File: config.mk
export PLATFORM = sky130hd
export DESIGN_NAME = uart_tx_arbiter_flat
export DESIGN_NICKNAME = d
export VERILOG_FILES = /design/src/rtl/uart_tx_arbiter_if.sv /design/src/rtl/uart_tx_arbiter.sv /design/src/flat_wrapper.sv
export SDC_FILE = /design/constraint.sdc
export NUM_CORES = 1
export LEC_CHECK = 0
export CAP_MARGIN = 20
export CORE_MARGIN = 1.5
export CORE_UTILIZATION = 41
export DETAILED_ROUTE_END_ITERATION = 10
export HOLD_SLACK_MARGIN = 0.03
export PLACE_DENSITY = 0.92
export SKIP_LAST_GASP = 1
export SYNTH_ARGS = -nofsm -noshare
export SYNTH_HDL_FRONTEND = slang
export SYNTH_SLANG_ARGS = --single-unit
File: constraint.sdc
create_clock -name clk -period 3.25 [get_ports clk]
set_clock_uncertainty 0.1 [all_clocks]
set_input_delay 0.325 -clock clk [delete_from_list [all_inputs] [get_ports clk]]
set_output_delay 0.325 -clock clk [all_outputs]
set_load 0.01 [all_outputs]
File: src/rtl/uart_tx_arbiter_if.sv
// Requester and transmitter signals of uart_tx_arbiter.
// slave: arbiter view, master: requesters plus uart_tx view.
interface uart_tx_arbiter_if #(
    parameter int NUM_REQ = 4,
    localparam int IDW = $clog2(NUM_REQ)
);
    logic [NUM_REQ-1:0]   req_valid;
    logic [8*NUM_REQ-1:0] req_data;
    logic [NUM_REQ-1:0]   req_lock;
    logic [NUM_REQ-1:0]   req_ready;
    logic                 tx_rdy;
    logic                 tx_en;
    logic [7:0]           tx_data;
    logic [IDW-1:0]       grant_id;
    logic                 busy;

    modport slave (
        input  req_valid, req_data, req_lock, tx_rdy,
        output req_ready, tx_en, tx_data, grant_id, busy
    );

    modport master (
        output req_valid, req_data, req_lock, tx_rdy,
        input  req_ready, tx_en, tx_data, grant_id, busy
    );
endinterface

File: src/rtl/uart_tx_arbiter.sv
// Round-robin sharing of one uart_tx between NUM_REQ byte requesters.
// Ports: clk, rst (sync, active high), bus (uart_tx_arbiter_if.slave):
//   req_valid/req_data/req_lock/req_ready toward the requesters,
//   tx_rdy/tx_en/tx_data toward uart_tx, grant_id and busy status.
// Macro UART_ARB_LOCK_EN: req_lock keeps the line for multi-byte messages.
module uart_tx_arbiter #(
    parameter int NUM_REQ = 4,
    localparam int IDW = $clog2(NUM_REQ)
) (
    input  logic             clk,
    input  logic             rst,
    uart_tx_arbiter_if.slave bus
);
    typedef enum logic [1:0] {
        IDLE, LAUNCH, WAIT_BUSY, WAIT_DONE
    } state_t;

    state_t               state;
    logic [IDW-1:0]       last;
    logic [NUM_REQ-1:0]   cand;
    logic                 pick_found;
    logic [IDW-1:0]       pick;
    logic [IDW-1:0]       idx;
    logic [7:0]           pick_data;

    logic                 tx_en_q;
    logic [NUM_REQ-1:0]   ready_q;
    logic [7:0]           data_q;
    logic [IDW-1:0]       gid_q;
    logic                 busy_q;

`ifdef UART_ARB_LOCK_EN
    logic locked;
    logic lock_hold;

    // An active lock narrows arbitration to the holder alone.
    always_comb begin
        lock_hold = locked & bus.req_lock[gid_q];
        cand = bus.req_valid;
        if (lock_hold)
            cand = bus.req_valid & (NUM_REQ'(1) << gid_q);
    end
`else
    logic unused_lock;
    assign unused_lock = ^bus.req_lock;
    assign cand = bus.req_valid;
`endif

    // Search starts just after the last winner.
    always_comb begin
        pick_found = 1'b0;
        pick = '0;
        idx = '0;
        for (int k = 1; k <= NUM_REQ; k++) begin
            idx = IDW'((int'(last) + k) % NUM_REQ);
            if (!pick_found && cand[idx]) begin
                pick_found = 1'b1;
                pick = idx;
            end
        end
        pick_data = '0;
        for (int k = 0; k < NUM_REQ; k++) begin
            if (pick == IDW'(k))
                pick_data = bus.req_data[8*k +: 8];
        end
    end

    always_ff @(posedge clk) begin
        if (rst) begin
            state   <= IDLE;
            last    <= IDW'(NUM_REQ - 1);
            tx_en_q <= 1'b0;
            ready_q <= '0;
            data_q  <= 8'h00;
            gid_q   <= '0;
            busy_q  <= 1'b0;
`ifdef UART_ARB_LOCK_EN
            locked  <= 1'b0;
`endif
        end else begin
            tx_en_q <= 1'b0;
            ready_q <= '0;
            case (state)
                IDLE: begin
`ifdef UART_ARB_LOCK_EN
                    if (!lock_hold)
                        locked <= 1'b0;
`endif
                    if (bus.tx_rdy && pick_found) begin
                        state   <= LAUNCH;
                        data_q  <= pick_data;
                        gid_q   <= pick;
                        ready_q <= NUM_REQ'(1) << pick;
                        tx_en_q <= 1'b1;
                        busy_q  <= 1'b1;
                    end
                end
                LAUNCH: state <= WAIT_BUSY;
                WAIT_BUSY: begin
                    if (!bus.tx_rdy)
                        state <= WAIT_DONE;
                end
                WAIT_DONE: begin
                    if (bus.tx_rdy) begin
                        state  <= IDLE;
                        busy_q <= 1'b0;
`ifdef UART_ARB_LOCK_EN
                        // A locked holder keeps its place in the rotation.
                        locked <= bus.req_lock[gid_q];
                        if (!bus.req_lock[gid_q])
                            last <= gid_q;
`else
                        last <= gid_q;
`endif
                    end
                end
                default: state <= IDLE;
            endcase
        end
    end

    assign bus.tx_en     = tx_en_q;
    assign bus.req_ready = ready_q;
    assign bus.tx_data   = data_q;
    assign bus.grant_id  = gid_q;
    assign bus.busy      = busy_q;
endmodule

File: src/flat_wrapper.sv
// flat-port wrapper written by rule: the top's interface ports become plain ports
module uart_tx_arbiter_flat 
#(
    parameter int NUM_REQ = 4,
    localparam int IDW = $clog2(NUM_REQ)
)
  (clk, rst, bus_req_valid, bus_req_data, bus_req_lock, bus_tx_rdy, bus_req_ready, bus_tx_en, bus_tx_data, bus_grant_id, bus_busy);
  uart_tx_arbiter_if #(.NUM_REQ(NUM_REQ)) bus_i ();
  input  logic clk;
  input  logic rst;
  input wire logic [$bits(bus_i.req_valid)-1:0] bus_req_valid;
  input wire logic [$bits(bus_i.req_data)-1:0] bus_req_data;
  input wire logic [$bits(bus_i.req_lock)-1:0] bus_req_lock;
  input wire logic [$bits(bus_i.tx_rdy)-1:0] bus_tx_rdy;
  output wire logic [$bits(bus_i.req_ready)-1:0] bus_req_ready;
  output wire logic [$bits(bus_i.tx_en)-1:0] bus_tx_en;
  output wire logic [$bits(bus_i.tx_data)-1:0] bus_tx_data;
  output wire logic [$bits(bus_i.grant_id)-1:0] bus_grant_id;
  output wire logic [$bits(bus_i.busy)-1:0] bus_busy;
  assign bus_i.req_valid = bus_req_valid;
  assign bus_i.req_data = bus_req_data;
  assign bus_i.req_lock = bus_req_lock;
  assign bus_i.tx_rdy = bus_tx_rdy;
  assign bus_req_ready = bus_i.req_ready;
  assign bus_tx_en = bus_i.tx_en;
  assign bus_tx_data = bus_i.tx_data;
  assign bus_grant_id = bus_i.grant_id;
  assign bus_busy = bus_i.busy;
  uart_tx_arbiter #(.NUM_REQ(NUM_REQ)) u_core (.clk(clk), .rst(rst), .bus(bus_i));
endmodule
==> results of run 1 <==
## registers in the layout (all words and copies together) (netlist names)
register	flops
u_core.bus.req_ready	4
u_core.state	2
u_core.bus.busy	1
u_core.last	2
u_core.bus.grant_id	2
u_core.bus.tx_data	8
u_core.bus.tx_en	1
## routing by layer
metal | part of all wire, % | up-vias | GRT usage, %
met2 | 52 | 34 | 38.9
met3 | 5.6 | 4 | 3.49
li1 | - | 476 | -
met4 | 1.3 | 0 | 8.94
met1 | 41 | 448 | 20.8
met5 | 0 | - | 0
## worst max path at each step
stage	to	cells after the start	start	slack [ns]
finish	u_core.bus.tx_data[4]	7	bus_req_valid[0]	0.83
global route	u_core.bus.tx_data[5]	7	bus_req_valid[0]	0.72
CTS	u_core.bus.tx_data[4]	7	bus_req_valid[0]	0.84
detailed placement	u_core.bus.tx_data[4]	7	bus_req_valid[0]	0.50
global placement	u_core.bus.tx_data[4]	7	bus_req_valid[0]	0.56
floorplan	u_core.bus.tx_data[2]	5	u_core.last[0]	1.29
## cells in the final DEF (no fill, tap or decap), types with 2 or more instances in the layout
| master | netlist | layout |
|---|---|---|
| clkbuf_4 | 0 | 3 |
| nor3b_1 | 2 | 2 |
| ha_1 | 4 | 4 |
| a211oi_1 | 3 | 3 |
| a21oi_1 | 2 | 2 |
| dfxtp_1 | 20 | 20 |
| buf_4 | 1 | 2 |
| a22o_1 | 8 | 8 |
| nor2_1 | 8 | 8 |
| clkdlybuf4s50_1 | 0 | 54 |
| nand2_1 | 2 | 2 |
| mux4_2 | 5 | 5 |
| nor3_1 | 3 | 3 |
| inv_1 | 7 | 7 |
| mux4_1 | 3 | 3 |
| mux2i_1 | 2 | 2 |
| a211o_1 | 2 | 2 |
| nor2b_1 | 8 | 8 |
## cells by family after synthesis
group,synth area share (%)
flops,36.2
simple gates,18.0
fa+ha+maj,4.53
buf+inv,5.66
compound gates,16.4
mux,19.1
## per-stage QoR
step                total power, mW  cells
detailed placement            0.597    181
CTS                           0.714    184
global route                  0.754    184
finish                        0.709    184
floorplan                     0.469    100
global placement              0.583    181
## power breakdown
| part | switching [mW] | internal [mW] |
|---|---|---|
| sequential | 0.0202 | 0.281 |
| combinational | 0.121 | 0.168 |
| clock | 0.0758 | 0.0433 |
## final cells by class
cell class / instances / area share (%)
Multi-Input combinational cell: 67 / 38.0
Clock buffer: 3 / 1.33
Tap cell: 30 / 2.22
Sequential cell: 20 / 23.7
Inverter: 8 / 1.78
Timing Repair Buffer: 56 / 32.9
## worst register-to-register path, cell delays in order, from the launching register on
cell,delay (ns)
dfxtp_1,0.37
nand2b_2,0.23
a221oi_4,0.46
buf_4,0.27
mux4_2,0.51
a22o_1,0.24
==> impl_metrics.csv, run 1 <==
group,metric,value,unit
yosys,yosysTopAreaCell,"dfxtp_1",
worst_setup_path,rr_worst_depth,5,
floorplanning,die_w,54.9,um
timing,slew_headroom,60.5,%
worst_setup_path,critical_path_required,3.35,ns
worst_setup_path,timing.rr.end,"u_core.bus.tx_data[4]",
yosys,synth_top_flop_cell,"dfxtp_1",
route,drtIter0Drc,13,
yosys,syn_area,0.00110,mm^2
timing,fmax,413,MHz
route,ant_nets,0,
worst_setup_path,path_max_fanout,8,
finish,synthToLayoutAreaGrowth,52.8,%
pwr,max-vdd-ir-drop,0.259,mV
finish,final_cell_area,0.00169,mm^2
timing,hold_violations,0,
timing,rsz0062_at_grt,"false",
placed_design,dpl.hpwl,2.14,mm
floorplanning,die-area,0.00302,mm^2
timing,setup-tns-final,0,ns
grt,overflow,0,
timing,drv_slew,0,
clock_tree,clock-root-buffer,"clkbuf_4",
worst_setup_path,path_buf_inv,2,
route,viasPerCell,5.23,
worst_setup_path,crit_chain,"clkdlybuf4s50_1 -> nor2_1 -> nor2_2 -> a221oi_4 -> buf_4 -> mux4_2 -> a22o_1",
yosys,synthDistinctLibCells,35,
grt,grt_max_degree,17,
route,drc,0,
yosys,synth_commonest_cells,"20 x dfxtp_1, 8 x a22o_1, 8 x nor2_1, 8 x nor2b_1, 7 x inv_1",
worst_setup_path,cp_slowest_cell,"clkdlybuf4s50_1",
clock_tree,cts_hold_buffers,0,
pwr,power-per-cell-area,420,mW/mm^2
route,via_count,962,
timing,fin_crit_sh,74.4,%
yosys,synth_most_common_cell,"dfxtp_1",
clock_tree,numCtsBuffers,3,
yosys,yosysSeqAreaShare,36.2,%
yosys,syn_inst,100,
clock_tree,clockBufferDepth,2,
yosys,synth_area_leaders,"dfxtp_1 36%, mux4_2 10%, mux4_1 7.1%",
clock_tree,cts_setup_buffers,0,
floorplanning,rows,18,
finish,drive_above_1_share,14.3,%
grt,grt_usage,20.1,%
grt,grt_pass1_vias,1035,
timing,setup_viol_count_final,0,
finish,utilization,66.9,%
yosys,yosys_warnings,0,
worst_setup_path,end_kind,"flip-flop",
finish,fillers,216,
placed_design,port_buffers,54,
worst_setup_path,worst-setup-path-type,"in2reg",
yosys,synth_area_per_cell,11.0,um^2
yosys,ys_ff_latch,20,
route,routed_wl,2.73,mm
worst_setup_path,rrSetupSlack,0.98,ns
finish,n_antenna_cell,0,
grt,grt_pass1_wl,4.25,mm
timing,whs,0.399,ns
yosys,synth_nets,147,
timing,post-route-min-period,2.42,ns
yosys,synth_top_area_share,36.2,%
floorplanning,die_h,54.9,um
placed_design,dpl_worst_slack,0.502,ns
timing,fin_ws,0.831,ns
hold_path,min_path_cells,2,
flow_run,maxCapViolCount,0,
hold_path,hp-start,"u_core.bus.grant_id[0]",
clock_tree,cts_tree,"done",
finish,fin_nets,203,
yosys,synth_edf_count,0,
yosys,synthArstFlopShare,0,%
clock_tree,cts_sinks,20,
pwr,power_leakage,0.661,nW
timing,worst_pin_slew,0.593,ns
clock_tree,clock_latency,0.30,ns
floorplanning,pin_count,59,
finish,regArea,400,um^2
worst_setup_path,critPathMaxStageDelay,0.50,ns
worst_setup_path,cp_top_family,"buffers and inverters",
outcome,status,"finished clean",
grt,antenna_found_initial,0,
worst_setup_path,critPathLaunchType,"input pin",
clock_tree,cts_resized,0,
hold_path,hold_end,"u_core.bus.grant_id[0]",
worst_setup_path,r2r_start,"u_core.last[0]",
worst_setup_path,crit_arrival,2.52,ns
floorplanning,start_util,43.8,%
placed_design,routabilityCongestion,0.682,
route,wire_per_inst,14.9,um
hold_path,hp-class,"reg2reg",
clock_tree,cts.clk_slew.worst_paths,0.11,ns
route,detail_route.first_pass.iterations,4,
clock_tree,htreeDepth,1,
placed_design,placed_area,0.00167,mm^2
floorplanning,core_area,0.00252,mm^2
finish,multiInputGateArea,642,um^2
(Power assumes the default switching activity.)
==> run 2, diff against run 1 <==
--- a/config.mk
+++ b/config.mk
@@ -7,10 +7,10 @@
 export LEC_CHECK = 0
 export CAP_MARGIN = 20
 export CORE_MARGIN = 1.5
-export CORE_UTILIZATION = 41
+export CORE_UTILIZATION = 39
 export DETAILED_ROUTE_END_ITERATION = 10
 export HOLD_SLACK_MARGIN = 0.03
-export PLACE_DENSITY = 0.92
+export PLACE_DENSITY = 0.89
 export SKIP_LAST_GASP = 1
 export SYNTH_ARGS = -nofsm -noshare
 export SYNTH_HDL_FRONTEND = slang
==> constraint.sdc (replaced) <==
create_clock -name clk -period 2.3 [get_ports clk]
set_clock_uncertainty 0.1 [all_clocks]
set_input_delay 0.23 -clock clk [delete_from_list [all_inputs] [get_ports clk]]
set_output_delay 0.23 -clock clk [all_outputs]
set_load 0.01 [all_outputs]
==> run 2 against run 1 <==
Against the previous run: combinational power rose by 53%; count of clock-buffer cells in the layout did not move; highest routed layer unchanged; non-clock buffer count is 7 higher; critical path depth fell by 2; global-route usage down 0.26 points; clock power grew 150%; sequential share of layout area shrank 1.3 points; sequential power grew 42%.
==> impl_metrics.csv, run 2 (synthesized netlist as in run 1, its figures left out) <==
group,metric,value,unit
pwr,max-vdd-ir-drop,0.752,mV
finish,n_antenna_cell,0,
worst_setup_path,worst-setup-path-type,"reg2reg",
worst_setup_path,critical_path_required,2.42,ns
route,ant_nets,0,
finish,fin_nets,210,
grt,grt_usage,19.8,%
worst_setup_path,critPathLaunchType,"flip-flop",
worst_setup_path,path_max_fanout,5,
outcome,status,"finished clean",
route,detail_route.first_pass.iterations,3,
clock_tree,clock-root-buffer,"clkbuf_4",
grt,grt_pass1_vias,1085,
clock_tree,clockBufferDepth,2,
finish,mostFrequentLayoutCell,"clkdlybuf4s50_1",
timing,slew_headroom,78.4,%
route,drtIter0Drc,13,
timing,post-route-min-period,2.05,ns
floorplanning,die_h,56.2,um
route,top_layer,"met4",
placed_design,dpl.hpwl,2.33,mm
timing,hold_violations,0,
route,via_count,1044,
timing,worst_pin_slew,0.323,ns
finish,largest_reg_flops,8,
route,viasPerCell,5.41,
floorplanning,start_util,40.8,%
floorplanning,core_area,0.00271,mm^2
route,wl_met1,1.15,mm
floorplanning,die_w,56.2,um
floorplanning,die-area,0.00316,mm^2
clock_tree,numCtsBuffers,3,
hold_path,hp-class,"reg2reg",
finish,utilization,65.8,%
route,drc,0,
timing,drv_slew,0,
clock_tree,cts_sinks,20,
finish,drive_above_1_share,18.5,%
floorplanning,rows,19,
clock_tree,cts_resized,0,
route,route.met2.wl,1.61,mm
clock_tree,cts.clk_slew.worst_paths,0.11,ns
worst_setup_path,crit_arrival,2.17,ns
worst_setup_path,end_kind,"flip-flop",
placed_design,port_buffers,54,
timing,fmax,488,MHz
finish,layout_common_cells,"54 x clkdlybuf4s50_1, 20 x dfxtp_1",
route,routed_wl,3.01,mm
pwr,p_total,1.16,mW
timing,fin_crit_sh,89.1,%
timing,setup_viol_count_final,0,
clock_tree,cts_setup_buffers,0,
timing,rsz0062_at_grt,"false",
grt,grt_pass1_wl,4.73,mm
finish,synthToLayoutAreaGrowth,61.5,%
grt,overflow,0,
pwr,power-per-cell-area,651,mW/mm^2
floorplanning,pin_count,59,
clock_tree,htreeDepth,1,
grt,grt_max_degree,16,
clock_tree,cts_hold_buffers,0,
clock_tree,cts_tree,"done",
route,wire_per_inst,15.6,um
clock_tree,clock_latency,0.32,ns
pwr,power_leakage,0.714,nW
placed_design,routabilityCongestion,0.811,
route,wl_met3,159,um
flow_run,maxCapViolCount,0,
grt,antenna_found_initial,0,
==> run 2: cell type report <==
class | instances | area [um^2]
Timing Repair Buffer | 63 | 621
Clock inverter | 1 | 30.0
Inverter | 8 | 30.0
Clock buffer | 3 | 22.5
Tap cell | 31 | 38.8
Fill cell | 218 | 926
Sequential cell | 20 | 400
Multi-Input combinational cell | 67 | 642
==> run 2: worst paths after layout <==
| kind | from | end | slack (ns) | cells past startpoint |
|---|---|---|---|---|
| worst min register to register | u_core.bus.grant_id[0] | u_core.bus.grant_id[0] | 0.43 | 2 |
| worst max-delay path | u_core.last[0] | u_core.bus.tx_data[1] | 0.25 | 5 |
| worst min-delay path | u_core.bus.grant_id[0] | u_core.bus.grant_id[0] | 0.43 | 2 |
| worst max register to register | u_core.last[0] | u_core.bus.tx_data[1] | 0.25 | 5 |
==> run 2: power breakdown <==
part           switching [mW]  internal, mW
Sequential             0.0308         0.397
Combinational           0.184         0.257
Clock                   0.116         0.177
==> run 2: critical path, stage by stage (launching register included) <==
cell      delay [ns]
dfxtp_1         0.38
nand2b_2        0.23
a221oi_4        0.24
buf_4           0.19
mux4_1          0.56
a22o_1          0.25
==> run 2: metrics by stage <==
step | setup TNS [ns] | setup WS [ns] | hold WS, ns | instances | area, um^2
floorplan | 0 | 0.338 | 0.323 | 100 | 1100
global placement | -0.0640 | -0.0138 | 0.381 | 189 | 1730
detailed placement | -0.305 | -0.0550 | 0.398 | 189 | 1730
CTS | 0 | 0.237 | 0.424 | 193 | 1780
global route | 0 | 0.191 | 0.464 | 193 | 1780
finish | 0 | 0.252 | 0.426 | 193 | 1780
==> run 2: metal layers <==
metal / vias to the layer above / track usage [%]
li1: 493 / -
met1: 509 / 18.5
met2: 32 / 37.0
met3: 10 / 6.05
met4: 0 / 12.2
met5: - / 0
==> run 3, diff against run 2 <==
--- a/config.mk
+++ b/config.mk
@@ -15,3 +15,4 @@
 export SYNTH_ARGS = -nofsm -noshare
 export SYNTH_HDL_FRONTEND = slang
 export SYNTH_SLANG_ARGS = --single-unit
+export TNS_END_PERCENT = 100
==> results of run 3 <==
Same layout as run 2: the final DEF is identical, and so are final timing and power.
